<file path="src/rtl/mire_pkg.sv">
`default_nettype none
// ============================================================================
// Module      : mire_pkg
// Description : Shared types and constants for the mire_gen pattern generator.
// Revision    : 1.0 - initial release
// ============================================================================
package mire_pkg;

    typedef enum logic [1:0] {
        MIRE_GRID  = 2'd0,
        MIRE_BARS  = 2'd1,
        MIRE_CHECK = 2'd2,
        MIRE_SOLID = 2'd3
    } mire_mode_e;

    localparam logic [15:0] c_white   = 16'hFFFF;
    localparam logic [15:0] c_yellow  = 16'hFFE0;
    localparam logic [15:0] c_cyan    = 16'h07FF;
    localparam logic [15:0] c_green   = 16'h07E0;
    localparam logic [15:0] c_magenta = 16'hF81F;
    localparam logic [15:0] c_red     = 16'hF800;
    localparam logic [15:0] c_blue    = 16'h001F;
    localparam logic [15:0] c_black   = 16'h0000;

    localparam logic [2:0] c_cti_inc = 3'b010;
    localparam logic [2:0] c_cti_end = 3'b111;

    localparam logic [1:0] c_st_idle  = 2'd0;
    localparam logic [1:0] c_st_burst = 2'd1;
    localparam logic [1:0] c_st_gap   = 2'd2;

    function automatic logic [15:0] bar_color(input logic [2:0] idx);
        logic [15:0] col;
        case (idx)
            3'd0:    col = c_white;
            3'd1:    col = c_yellow;
            3'd2:    col = c_cyan;
            3'd3:    col = c_green;
            3'd4:    col = c_magenta;
            3'd5:    col = c_red;
            3'd6:    col = c_blue;
            default: col = c_black;
        endcase
        return col;
    endfunction

endpackage
`default_nettype wire

</file>
<file path="src/rtl/mire_gen_if.sv">
`default_nettype none
// ============================================================================
// Module      : wshb_if
// Description : Write-only Wishbone B4 bus between the pattern generator and
//               the SDRAM arbiter.
// Revision    : 1.0 - initial release
// ============================================================================
interface wshb_if;
    logic [31:0] adr;
    logic [15:0] dat_ms;
    logic [1:0]  sel;
    logic        we;
    logic        cyc;
    logic        stb;
    logic [2:0]  cti;
    logic [1:0]  bte;
    logic        ack;

    modport master (output adr, dat_ms, sel, we, cyc, stb, cti, bte, input ack);
    modport slave  (input adr, dat_ms, sel, we, cyc, stb, cti, bte, output ack);
endinterface
`default_nettype wire

</file>
<file path="src/rtl/mire_pattern.sv">
`default_nettype none
// ============================================================================
// Module      : mire_pattern
// Description : Combinational RGB565 pixel generator for a given (x, y, mode).
// Revision    : 1.0 - initial release
// ============================================================================
module mire_pattern
    import mire_pkg::*;
#(
    parameter int HDISP = 640,
    parameter int GRID  = 16,
    parameter int XW    = 10,
    parameter int YW    = 9
) (
    input  wire logic [XW-1:0] i_x,
    input  wire logic [YW-1:0] i_y,
    input  wire mire_mode_e    i_mode,
    input  wire logic [15:0]   i_solid_color,
    output logic [15:0]        o_pixel
);

    localparam int c_bar_w = HDISP / 8;

    logic       w_on_grid;
    logic       w_checker;
    logic [2:0] w_bar_idx;

    assign w_on_grid = ((32'(i_x) % GRID) == 0) || ((32'(i_y) % GRID) == 0);
    assign w_checker = 1'((32'(i_x) / GRID) ^ (32'(i_y) / GRID));
    assign w_bar_idx = 3'(32'(i_x) / c_bar_w);

    always_comb begin
        o_pixel = c_black;
        case (i_mode)
            MIRE_GRID:  o_pixel = w_on_grid ? c_white : c_black;
            MIRE_BARS:  o_pixel = bar_color(w_bar_idx);
            MIRE_CHECK: o_pixel = w_checker ? c_white : c_black;
            MIRE_SOLID: o_pixel = i_solid_color;
            default:    o_pixel = c_black;
        endcase
    end

endmodule
`default_nettype wire

</file>
<file path="src/rtl/mire_gen.sv">
`default_nettype none
// ============================================================================
// Module      : mire_gen
// Description : Wishbone burst master writing one RGB565 test-pattern frame
//               at a time into the frame buffer.
// Revision    : 1.0 - initial release
// ============================================================================
module mire_gen
    import mire_pkg::*;
#(
    parameter int          HDISP     = 640,
    parameter int          VDISP     = 480,
    parameter int unsigned BASE_ADR  = 0,
    parameter int          GRID      = 16,
    parameter int          BURST_LEN = 8,
    parameter int          GAP       = 64
) (
    input  wire logic        clk,
    input  wire logic        rst_n,
    input  wire logic        enable,
    input  wire logic [1:0]  mode,
    input  wire logic [15:0] solid_color,
    output logic             frame_done,
    wshb_if.master           wshb_if_mire
);

    localparam int c_xw    = (HDISP > 1) ? $clog2(HDISP) : 1;
    localparam int c_yw    = (VDISP > 1) ? $clog2(VDISP) : 1;
    localparam int c_bw    = (BURST_LEN > 1) ? $clog2(BURST_LEN) : 1;
    localparam int c_gw    = (GAP > 1) ? $clog2(GAP) : 1;
    localparam int c_ratio = GRID / BURST_LEN;

    if (HDISP % BURST_LEN != 0) begin : g_chk_burst_div
        $error("mire_gen: HDISP must be a multiple of BURST_LEN");
    end
    if (c_ratio == 0 || (c_ratio & (c_ratio - 1)) != 0) begin : g_chk_grid_ratio
        $error("mire_gen: GRID/BURST_LEN must be a power of 2");
    end

    logic [1:0]      r_state;
    logic [c_xw-1:0] r_x;
    logic [c_yw-1:0] r_y;
    logic [c_bw-1:0] r_beat;
    logic [c_gw-1:0] r_gap;
    mire_mode_e      r_mode;
    logic [15:0]     r_solid;
    logic            r_frame_done;

    logic            w_x_end;
    logic            w_y_end;
    logic            w_last_beat;
    logic            w_origin;
    logic            w_origin_nxt;
    logic [c_xw-1:0] w_x_nxt;
    logic [c_yw-1:0] w_y_nxt;
    logic [31:0]     w_pix_idx;
    logic [15:0]     w_pixel;

    assign w_x_end      = (r_x == c_xw'(HDISP - 1));
    assign w_y_end      = (r_y == c_yw'(VDISP - 1));
    assign w_last_beat  = (r_beat == c_bw'(BURST_LEN - 1));
    assign w_x_nxt      = w_x_end ? '0 : r_x + 1'b1;
    assign w_y_nxt      = !w_x_end ? r_y : (w_y_end ? '0 : r_y + 1'b1);
    assign w_origin     = (r_x == '0) && (r_y == '0);
    assign w_origin_nxt = (w_x_nxt == '0) && (w_y_nxt == '0);

    always_ff @(posedge clk) begin
        if (!rst_n) begin
            r_state      <= c_st_idle;
            r_x          <= '0;
            r_y          <= '0;
            r_beat       <= '0;
            r_gap        <= '0;
            r_mode       <= MIRE_GRID;
            r_solid      <= '0;
            r_frame_done <= 1'b0;
        end else begin
            r_frame_done <= 1'b0;
            case (r_state)
                c_st_idle: begin
                    if (enable) begin
                        r_state <= c_st_burst;
                        r_beat  <= '0;
                        if (w_origin) begin
                            r_mode  <= mire_mode_e'(mode);
                            r_solid <= solid_color;
                        end
                    end
                end
                c_st_burst: begin
                    if (wshb_if_mire.ack) begin
                        r_x    <= w_x_nxt;
                        r_y    <= w_y_nxt;
                        r_beat <= r_beat + 1'b1;
                        if (w_x_end && w_y_end) begin
                            r_frame_done <= 1'b1;
                        end
                        if (w_last_beat) begin
                            r_beat <= '0;
                            if (GAP > 0) begin
                                r_state <= c_st_gap;
                                r_gap   <= '0;
                            end else if (enable) begin
                                // back-to-back bursts: a new frame may start here
                                if (w_origin_nxt) begin
                                    r_mode  <= mire_mode_e'(mode);
                                    r_solid <= solid_color;
                                end
                            end else begin
                                r_state <= c_st_idle;
                            end
                        end
                    end
                end
                c_st_gap: begin
                    if (r_gap == c_gw'(GAP - 1)) begin
                        if (enable) begin
                            r_state <= c_st_burst;
                            if (w_origin) begin
                                r_mode  <= mire_mode_e'(mode);
                                r_solid <= solid_color;
                            end
                        end else begin
                            r_state <= c_st_idle;
                        end
                    end else begin
                        r_gap <= r_gap + 1'b1;
                    end
                end
                default: r_state <= c_st_idle;
            endcase
        end
    end

    mire_pattern #(
        .HDISP (HDISP),
        .GRID  (GRID),
        .XW    (c_xw),
        .YW    (c_yw)
    ) u_pattern (
        .i_x           (r_x),
        .i_y           (r_y),
        .i_mode        (r_mode),
        .i_solid_color (r_solid),
        .o_pixel       (w_pixel)
    );

    assign w_pix_idx = 32'(HDISP) * 32'(r_y) + 32'(r_x);

    assign wshb_if_mire.adr    = 32'(BASE_ADR) + (w_pix_idx << 1);
    assign wshb_if_mire.dat_ms = w_pixel;
    assign wshb_if_mire.sel    = 2'b11;
    assign wshb_if_mire.we     = 1'b1;
    assign wshb_if_mire.bte    = 2'b00;
    assign wshb_if_mire.cyc    = (r_state == c_st_burst);
    assign wshb_if_mire.stb    = (r_state == c_st_burst);
    assign wshb_if_mire.cti    = w_last_beat ? c_cti_end : c_cti_inc;
    assign frame_done          = r_frame_done;

endmodule
`default_nettype wire

</file>
<file path="src/flat_wrapper.sv">
// flat-port wrapper written by rule: the top's interface ports become plain ports
module mire_gen_flat import mire_pkg::*;
#(
    parameter int          HDISP     = 640,
    parameter int          VDISP     = 480,
    parameter int unsigned BASE_ADR  = 0,
    parameter int          GRID      = 16,
    parameter int          BURST_LEN = 8,
    parameter int          GAP       = 64
)
  (clk, rst_n, enable, mode, solid_color, frame_done, wshb_if_mire_adr, wshb_if_mire_dat_ms, wshb_if_mire_sel, wshb_if_mire_we, wshb_if_mire_cyc, wshb_if_mire_stb, wshb_if_mire_cti, wshb_if_mire_bte, wshb_if_mire_ack);
  wshb_if wshb_if_mire_i ();
  input  wire logic clk;
  input  wire logic rst_n;
  input  wire logic enable;
  input  wire logic [1:0] mode;
  input  wire logic [15:0] solid_color;
  output logic frame_done;
  output wire logic [$bits(wshb_if_mire_i.adr)-1:0] wshb_if_mire_adr;
  output wire logic [$bits(wshb_if_mire_i.dat_ms)-1:0] wshb_if_mire_dat_ms;
  output wire logic [$bits(wshb_if_mire_i.sel)-1:0] wshb_if_mire_sel;
  output wire logic [$bits(wshb_if_mire_i.we)-1:0] wshb_if_mire_we;
  output wire logic [$bits(wshb_if_mire_i.cyc)-1:0] wshb_if_mire_cyc;
  output wire logic [$bits(wshb_if_mire_i.stb)-1:0] wshb_if_mire_stb;
  output wire logic [$bits(wshb_if_mire_i.cti)-1:0] wshb_if_mire_cti;
  output wire logic [$bits(wshb_if_mire_i.bte)-1:0] wshb_if_mire_bte;
  input wire logic [$bits(wshb_if_mire_i.ack)-1:0] wshb_if_mire_ack;
  assign wshb_if_mire_adr = wshb_if_mire_i.adr;
  assign wshb_if_mire_dat_ms = wshb_if_mire_i.dat_ms;
  assign wshb_if_mire_sel = wshb_if_mire_i.sel;
  assign wshb_if_mire_we = wshb_if_mire_i.we;
  assign wshb_if_mire_cyc = wshb_if_mire_i.cyc;
  assign wshb_if_mire_stb = wshb_if_mire_i.stb;
  assign wshb_if_mire_cti = wshb_if_mire_i.cti;
  assign wshb_if_mire_bte = wshb_if_mire_i.bte;
  assign wshb_if_mire_i.ack = wshb_if_mire_ack;
  mire_gen #(.HDISP(HDISP), .VDISP(VDISP), .BASE_ADR(BASE_ADR), .GRID(GRID), .BURST_LEN(BURST_LEN), .GAP(GAP)) u_core (.clk(clk), .rst_n(rst_n), .enable(enable), .mode(mode), .solid_color(solid_color), .frame_done(frame_done), .wshb_if_mire(wshb_if_mire_i));
endmodule
</file>
<file path="config.mk">
export PLATFORM = sky130hd
export DESIGN_NAME = mire_gen_flat
export DESIGN_NICKNAME = d
export VERILOG_FILES = /design/src/rtl/mire_pkg.sv /design/src/rtl/mire_gen_if.sv /design/src/rtl/mire_pattern.sv /design/src/rtl/mire_gen.sv /design/src/flat_wrapper.sv
export SDC_FILE = /design/constraint.sdc
export NUM_CORES = 1
export LEC_CHECK = 0
export ABC_AREA = 1
export CAP_MARGIN = 25
export CORE_MARGIN = 1.5
export CORE_UTILIZATION = 35
export DETAILED_ROUTE_END_ITERATION = 12
export PLACE_DENSITY = 0.64
export SYNTH_ARGS = -nofsm -noshare
export SYNTH_HDL_FRONTEND = slang
export SYNTH_SLANG_ARGS = --single-unit
</file>
<file path="constraint.sdc">
create_clock -name clk -period 2.9 [get_ports clk]
set_input_delay 0.58 -clock clk [delete_from_list [all_inputs] [get_ports clk]]
set_output_delay 0.58 -clock clk [all_outputs]
set_load 0.005 [all_outputs]
</file>
Word level (Yosys, flattened, before mapping)
Cells that the tools add are included.
- register bits: 49
- input bits: 22
- output and inout port bits: 59
- word-level logic and storage cells: 86
- add/subtract/negate cells: 5
- multipliers: 1
- divide/modulo/power cells: 1
- eq/ne operators: 20
- mux-type cells: 30
- bitwise operators: 1
- reductions and logical operators: 20
- operator list (cell ; count):
    one-hot mux 16 bit (7 select lines) ; 1
    2-to-1 mux 16 bit ; 5
    zero test 32 bit ; 2
    one-hot mux 16 bit (4 select lines) ; 1
    divider 10 x 7 -> 32 bit, second input constant ; 1
    one-hot mux 16 bit (2 select lines) ; 1
    adder 19 x 10 -> 20 bit ; 1
    2-to-1 mux 6 bit ; 3
    2-to-1 mux 2 bit ; 7
    == test 3 bit, second input constant ; 4
    multiplier 3 x 9 -> 12 bit, first input constant ; 1
    2-to-1 mux 3 bit ; 4
    one-hot mux 6 bit (2 select lines) ; 1
    adder 10 x 1 -> 10 bit, second input constant ; 1
    == test 10 bit, second input constant ; 1
    zero test 10 bit ; 1
    2-to-1 mux 10 bit ; 1
    adder 9 x 1 -> 9 bit, second input constant ; 1
    == test 9 bit, second input constant ; 1
    zero test 9 bit ; 1
    2-to-1 mux 9 bit ; 1
    AND reduction 3 bit ; 3
    AND reduction 4 bit ; 2
    adder 6 x 1 -> 6 bit, second input constant ; 1
    19 further kinds ; 32

Longest topological paths before layout
Gate-level depths: netlist of the first run.
- depth in word-level cells: 6
- gate-level depth with buffers: 16
- mapped depth without buffers: 16

By module
From an unflattened synthesis of the first run, not the netlist that was laid out.
- cells, all modules: 669
- area, all modules: 4142.7 µm²
- modules (own cells, without submodules) (module ; instances ; cells each ; area each (µm²) ; seq. area each (µm²)):
    mire_gen ; 1 ; 538 ; 3489.6 ; 980.9
    mire_pattern ; 1 ; 131 ; 653.1 ; 0.0

Worst setup path after synthesis of the first run
No wires, ideal clock.
- path type: register to output
- from: reg u_core.r_y[1]
- to: out wshb_if_mire_adr[18]
- data arrival time: 2071 ps
- data required time: 2320 ps
- path slack: 249 ps
- stages on the path, launching flop included: 10
- path buffers: 0
- cells stage by stage: dfxtp_1 ha_1 ha_1 inv_1 fa_1 inv_1 nand4_1 nor3_1 nand2_1 xnor2_1
- cells in the longest elaborated chain, start to end: 2
- RTL lines (what ; RTL line ; RTL):
    start, declared ; mire_gen.sv:42 ; logic [c_yw-1:0] r_y;
    start signal, assigned ; mire_gen.sv:93 ; r_y <= w_y_nxt;
    multiplier 3 x 9 -> 12 bit ; mire_gen.sv:148 ; assign w_pix_idx = 32'(HDISP) * 32'(r_y) + 32'(r_x);
    adder 19 x 10 -> 20 bit ; mire_gen.sv:148 ;
    end, declared ; flat_wrapper.sv:19 ; output wire logic [$bits(wshb_if_mire_i.adr)-1:0] wshb_if_mire_adr;
No other way between the ends.

Worst setup path in the final report of the first run
- from: reg u_core.r_y[3]
- to: out wshb_if_mire_adr[18]
The elaborated chain is that of the path after synthesis.

==> flow_metrics.env, run 1 <==
export IMPL_cp_cell_sequence="ha_4, ha_4, inv_2, fa_2, nor2_2, o21ai_2, a21oi_1, o21ai_1, nand2_1, xnor2_2, nor2_1, nand2_1, xnor2_1, buf_2"
export IMPL_setup_ws_ns=-0.380
export IMPL_die_x_um=106
export IMPL_dpl_hpwl_mm=6.72
export IMPL_period_needed_ns=3.28
export IMPL_drive_above_1_share=0.334
export IMPL_ff2ff_path_depth=8
export IMPL_ys_seq_area_frac=0.265
export IMPL_dieArea_um2=11200
export IMPL_die_y_um=106
export IMPL_endpoint="wshb_if_mire_adr[18]"
export IMPL_crit_arrival_ns=2.70
export IMPL_grt_pass1_vias=3575
export IMPL_syn_mean_instance_area_um2=7.20
export IMPL_hold_slack_ns=0.498
export IMPL_status="finished, violations left"
export IMPL_worstSetupPathType="reg -> out"
export IMPL_grt_max_degree=37
export IMPL_fillerInstances=1002
export IMPL_track_usage=0.169
export IMPL_synth_compound_area_frac=0.109
export IMPL_async_flop_share=0
export IMPL_r2r_slack_ns=0.74
export IMPL_finalCritPeriodShare=1.13
export IMPL_cts_root_buf="clkbuf_8"
export IMPL_slew_violations=0
export IMPL_muxShareOfSynthArea=0
export IMPL_grt_pass1_wl_mm=15.7
export IMPL_synthXorXnorAreaFrac=0.0450
export IMPL_routed_via_density=4.79
export IMPL_power_leakage_nw=2.43
export IMPL_row_count=37
export IMPL_post_place_ws_ns=-0.434
export IMPL_ys_warn_count=0
export IMPL_synth_edf_count=0
export IMPL_synthCells=514
export IMPL_critPathLaunch="u_core.r_y[3]"
export IMPL_fin_nets=686
export IMPL_place_area_um2=4650
export IMPL_start_kind="register"
export IMPL_yosysTopAreaCellShare=0.265
export IMPL_synth_area_leaders="dfxtp_1 27%, ha_1 8.5%, inv_1 7.1%"
export IMPL_cp_slowest_cell="dfxtp_4"
export IMPL_synth_top_family_by_area="simple AND/OR/NAND/NOR gates"
export IMPL_final_cells=774
export IMPL_postCtsHoldBufs=0
export IMPL_cts_buffer_depth=2
export IMPL_wl_per_cell_um=12.5
export IMPL_io_buffers=61
export IMPL_yosysTopAreaCell="dfxtp_1"
export IMPL_setup_violations_final=16
export IMPL_required_ns=2.32
export IMPL_yosys_area_share_simple=0.324
export IMPL_drc=0
export IMPL_wirelength_mm=9.67
export IMPL_h_tree_depth=2
export IMPL_via_count=3706
export IMPL_ant_nets=0
export IMPL_clock_sinks=49
export IMPL_first_iter_violations=215
export IMPL_diodes=0
export IMPL_r2r_end="u_core.r_solid[8]"
export IMPL_cts_tree="yes"
export IMPL_globalplace_congestion=0.824
export IMPL_max_cap_viol_count=0
export IMPL_finalPower_mw=1.49
export IMPL_pin_count=81
export IMPL_yosys_area_share_adder=0.0954
export IMPL_grt_overflow_total=0
export IMPL_path_clk_slew_ns=0.10
export IMPL_place_inst=738
export IMPL_max_vdd_ir_drop_mv=0.190
export IMPL_skew_ns=0.00873
export IMPL_cts_buffers_inserted=5
export IMPL_synth_area_um2=3700
export IMPL_ys_flop_type="dfxtp_1"
export IMPL_endpoint_kind="primary output"
export IMPL_antenna_found_initial=0
export IMPL_yosysUniqueCellTypes=48
export IMPL_initial_core_util=0.360
export IMPL_rsz0062_at_grt="yes"
export IMPL_hold_viol_final=0
export IMPL_clkLatencyLatePin_ns=0.31
export IMPL_worstHoldPathType="reg -> reg"
export IMPL_fmax_mhz=305
export IMPL_max_stage_delay_ns=0.38
export IMPL_ys_ff_latch=49
export IMPL_core_um2=10300
export IMPL_area_delta_synth_final_pct=43.5
export IMPL_path_max_fanout=3
export IMPL_power_density_nw_per_um2=281
export IMPL_violations="negative setup slack"
export IMPL_stdcell_area_um2=5310
export IMPL_dr_pass1_iters=5
export IMPL_r2r_start="u_core.r_x[1]"
## flip-flops by register name, summed over array words and instances (netlist names)
| register | count |
|---|---|
| u_core.frame_done | 1 |
| u_core.r_beat | 3 |
| u_core.r_gap | 6 |
| u_core.r_mode | 2 |
| u_core.r_solid | 16 |
| u_core.r_state | 2 |
| u_core.r_x | 10 |
| u_core.r_y | 9 |
## report_power, final
part / internal, mW / switching (mW)
Sequential: 0.706 / 0.0232
Combinational: 0.159 / 0.174
Clock: 0.176 / 0.254
## critical path, delay by kind of cell, from the launching register on
| kind | cells | cell delay [ns] |
|---|---|---|
| fa+ha+maj | 3 | 0.77 |
| simple gates | 4 | 0.45 |
| flops | 1 | 0.38 |
| compound gates | 3 | 0.36 |
| xor+xnor | 2 | 0.24 |
| buf+inv | 2 | 0.18 |
## metrics by stage
step,util,TNS (ns)
after floorplan,-,0
after global placement,0.452,-3.64
after global routing,0.517,-5.93
after CTS,0.488,-2.41
after detailed placement,0.452,-4.34
final,0.517,-3.59
## repair_timing
| item | in CTS | in global routing |
|---|---|---|
| resized for setup | 107 | 79 |
| setup endpoints to repair | 25 | 24 |
| buffers inserted | 18 | 13 |
| pin swaps | 35 | 50 |
## metal layers
layer	vias to the layer above	wire length (um)	global-route usage
li1	1897	-	-
met1	1719	4450	0.209
met2	74	4730	0.302
met3	16	288	0.0216
met4	0	196	0.0521
met5	-	0	0
## worst min-delay path by stage
stage,start,end,depth (start not counted)
global placement,u_core.r_beat[2],u_core.r_beat[2],2
CTS,u_core.r_solid[7],u_core.r_solid[7],2
floorplan,u_core.r_beat[2],u_core.r_beat[2],2
finish,u_core.r_solid[7],u_core.r_solid[7],2
detailed placement,u_core.r_solid[7],u_core.r_solid[7],2
global route,u_core.r_beat[2],u_core.r_beat[2],2
## kinds of logic after synthesis
logic type	count (synthesis)
AOI/OAI and AO/OA	62
xor gates and xnor gates	19
adders and majority gates	27
buffers and inverters	122
DFF	49
other	2
and+or+nand+nor	233
## cells in the final DEF (no fill, tap or decap), types with 5 or more instances in the layout
master	instances
nor2_2	7
nor2_1	49
clkbuf_8	5
xor2_1	13
nand2_2	11
nand3_2	13
buf_4	67
buf_6	14
nand3_1	27
inv_1	64
nand4_1	23
nand2_4	10
nor3_1	13
ha_4	10
a21oi_1	16
clkdlybuf4s50_1	36
a211oi_1	19
buf_2	18
dfxtp_1	43
nand2_1	55
o21ai_0	5
inv_2	12
conb_1	19
ha_1	15
## cell type report
cell class	count	area [um^2]	area share
clock buffers	5	68.8	0.0130
clock inverters	3	25.0	0.00471
inverters	80	303	0.0570
multi-input cells	360	2570	0.484
flip-flops and latches	49	993	0.187
well taps	136	170	0.0321
repair buffers	141	1180	0.222
## synth_stat cells, types with 3 or more instances
cell,count
a211oi_1,20
a21oi_1,19
buf_4,31
clkbuf_1,8
dfxtp_1,49
ha_1,25
inv_1,70
inv_2,6
nand2_1,65
nand2_2,7
nand2_4,4
nand3_1,36
nand3_2,8
nand4_1,23
nor2_1,54
nor2_2,3
nor2_4,3
nor3_1,15
nor3b_1,4
o21ai_0,10
or2_2,3
xnor2_1,4
xor2_1,15
Note: power is estimated with default switching activity, not from simulation.
==> inputs of run 2 (changes only) <==
--- a/config.mk
+++ b/config.mk
@@ -8,9 +8,10 @@
 export ABC_AREA = 1
 export CAP_MARGIN = 25
 export CORE_MARGIN = 1.5
-export CORE_UTILIZATION = 35
+export CORE_UTILIZATION = 52
 export DETAILED_ROUTE_END_ITERATION = 12
-export PLACE_DENSITY = 0.64
+export PLACE_DENSITY = 0.87
+export SLEW_MARGIN = 20
 export SYNTH_ARGS = -nofsm -noshare
 export SYNTH_HDL_FRONTEND = slang
 export SYNTH_SLANG_ARGS = --single-unit
==> run 2 against run 1 <==
Global-route usage grew 11 points; combinational power grew 3%; setup slack worse by 0.039 ns; non-clock buffer count fell by 2; flip-flop and latch count did not move; sequential share of layout area grew 0.38 points; routed wire length rose by 17%; the run still ends with negative setup slack left; largest cell class unchanged; via count grew 8.7%; hold slack worse by 0.0028 ns; final cell count decreased by 5.4%; cell area fell by 1.9%.
==> flow_metrics.env, run 2 (synthesis gave the netlist of run 1 again) <==
export IMPL_drc=0
export IMPL_switching_share=0.300
export IMPL_track_usage=0.276
export IMPL_endpoint_kind="primary output"
export IMPL_dieArea_um2=7630
export IMPL_layout_commonest_cell="inv_1"
export IMPL_die_y_um=87.3
export IMPL_via_count=4029
export IMPL_dpl_hpwl_mm=6.87
export IMPL_grt_max_degree=37
export IMPL_drive_above_1_share=0.308
export IMPL_power_density_nw_per_um2=292
export IMPL_start_kind="register"
export IMPL_power_frac_seq=0.481
export IMPL_grt_pass1_wl_mm=16.9
export IMPL_core_um2=6830
export IMPL_ant_nets=0
export IMPL_io_buffers=61
export IMPL_cts_root_buf="clkbuf_8"
export IMPL_slew_violations=0
export IMPL_clock_sinks=49
export IMPL_fin_nets=684
export IMPL_crit_arrival_ns=2.74
export IMPL_place_inst=698
export IMPL_die_x_um=87.3
export IMPL_pin_count=81
export IMPL_required_ns=2.32
export IMPL_row_count=30
export IMPL_max_vdd_ir_drop_mv=0.272
export IMPL_cts_buffer_depth=2
export IMPL_slew_headroom=0.655
export IMPL_fillerInstances=462
export IMPL_rsz0062_at_grt="yes"
export IMPL_worstHoldPathType="reg -> reg"
export IMPL_power_net_switching_uw=456
export IMPL_globalplace_congestion=0.963
export IMPL_stdcell_area_um2=5210
export IMPL_internal_power_mw=1.06
export IMPL_clkPwrFrac=0.293
export IMPL_final_cells=732
export IMPL_clkLatencyLatePin_ns=0.31
export IMPL_h_tree_depth=2
export IMPL_routed_via_density=5.50
export IMPL_finalCritPeriodShare=1.14
export IMPL_dr_pass1_iters=5
export IMPL_wirelength_mm=11.3
export IMPL_grt_overflow_total=0
export IMPL_max_cap_viol_count=0
export IMPL_worstSetupPathType="reg -> out"
export IMPL_area_delta_synth_final_pct=40.8
export IMPL_status="finished, violations left"
export IMPL_largest_reg_flops=16
export IMPL_cts_buffers_inserted=5
export IMPL_path_clk_slew_ns=0.09
export IMPL_setup_ws_ns=-0.419
export IMPL_period_needed_ns=3.32
export IMPL_antenna_found_initial=0
export IMPL_comb_power_share=0.226
export IMPL_postCtsHoldBufs=0
export IMPL_final_cell_mix="67 x inv_1, 65 x buf_4, 58 x nand2_1, 53 x nor2_1, 42 x dfxtp_1"
export IMPL_cts_tree="yes"
export IMPL_power_leakage_nw=2.47
export IMPL_regMostFlops="u_core.r_solid"
export IMPL_initial_core_util=0.541
export IMPL_setup_violations_final=14
export IMPL_worst_pin_slew_ns=0.516
export IMPL_first_iter_violations=201
export IMPL_reg_top3="u_core.r_solid: 16 flops, u_core.r_x: 10 flops, u_core.r_y: 9 flops"
export IMPL_place_area_um2=4600
export IMPL_violations="negative setup slack"
export IMPL_fmax_mhz=301
export IMPL_hold_viol_final=0
export IMPL_grt_pass1_vias=3761
export IMPL_hold_slack_ns=0.495
export IMPL_diodes=0
export IMPL_wl_per_cell_um=15.5
export IMPL_path_max_fanout=3
export IMPL_skew_ns=0.00303
-- run 2: changes by cell type in the layout (fill, tap and decap cells not counted), moves of 3 or more --
| cell | change |
|---|---|
| inv_2 | -4 |
| inv_1 | +3 |
| nand2_1 | +3 |
| nand3_2 | -4 |
| ha_4 | -3 |
| nor2_2 | -4 |
| nor2_1 | +4 |
| buf_6 | -3 |
| nand2_4 | -3 |
-- run 2: power by group through the flow --
| stage | logic [mW] | registers, mW | clock network (mW) |
|---|---|---|---|
| finish | 0.344 | 0.731 | 0.446 |
| global route | 0.374 | 0.735 | 0.482 |
| CTS | 0.321 | 0.730 | 0.445 |
| detailed placement | 0.334 | 0.747 | 0 |
| global placement | 0.324 | 0.744 | 0 |
| floorplan | 0.199 | 0.738 | 0 |
-- run 2: worst max-delay path, cell delays in order, from the launching register on --
cell and delay, ns:
dfxtp_4 0.38, ha_4 0.27, ha_4 0.12, inv_2 0.04, fa_2 0.34, nor2_1 0.15, o21ai_1 0.12, buf_4 0.17
nand2_4 0.08, xor2_4 0.21, nor2_1 0.08, nand3_1 0.11, buf_4 0.13, xor2_1 0.11, buf_2 0.12
-- run 2: repair_timing --
item                       in CTS  in global routing
pin swaps                      44                 33
setup buffers                  16                 12
setup endpoints to repair      25                 25
hold endpoints to repair        0                  0
resized for setup             130                 36
-- run 2: worst paths after layout --
kind / from / slack, ns / end / cells past startpoint
worst max-delay path: u_core.r_y[3] / -0.42 / wshb_if_mire_adr[17] / 14
worst min register to register: u_core.r_beat[2] / 0.49 / u_core.r_beat[2] / 2
worst min-delay path: u_core.r_beat[2] / 0.49 / u_core.r_beat[2] / 2
worst max register to register: u_core.r_x[1] / 0.64 / u_core.r_solid[1] / 8
-- run 2: area by class of cell --
| cell class | instances | area (um^2) | area share |
|---|---|---|---|
| multi-input combinational | 360 | 2520 | 0.484 |
| timing repair buffer | 139 | 1170 | 0.224 |
| sequential | 49 | 995 | 0.191 |
| inverter | 80 | 307 | 0.0589 |
| tap | 96 | 120 | 0.0231 |
| clock buffer | 6 | 82.6 | 0.0159 |
| clock inverter | 2 | 17.5 | 0.00336 |
-- run 2: stage by stage --
stage                      util  setup TNS [ns]  power, mW  setup slack (ns)
final                     0.762           -3.57       1.52            -0.419
after global routing      0.762           -5.94       1.59            -0.557
after CTS                 0.728           -2.11       1.50            -0.254
after detailed placement  0.673           -4.76       1.08            -0.503
after global placement    0.673           -3.39       1.07            -0.307
after floorplan               -               0      0.938             0.249
-- run 2: per-layer routing --
layer	share of wire	GRT usage	vias up
li1	-	-	1896
met1	0.40	0.320	1923
met5	0	0	-
met3	0.051	0.0474	39
met2	0.52	0.497	171
met4	0.030	0.114	0
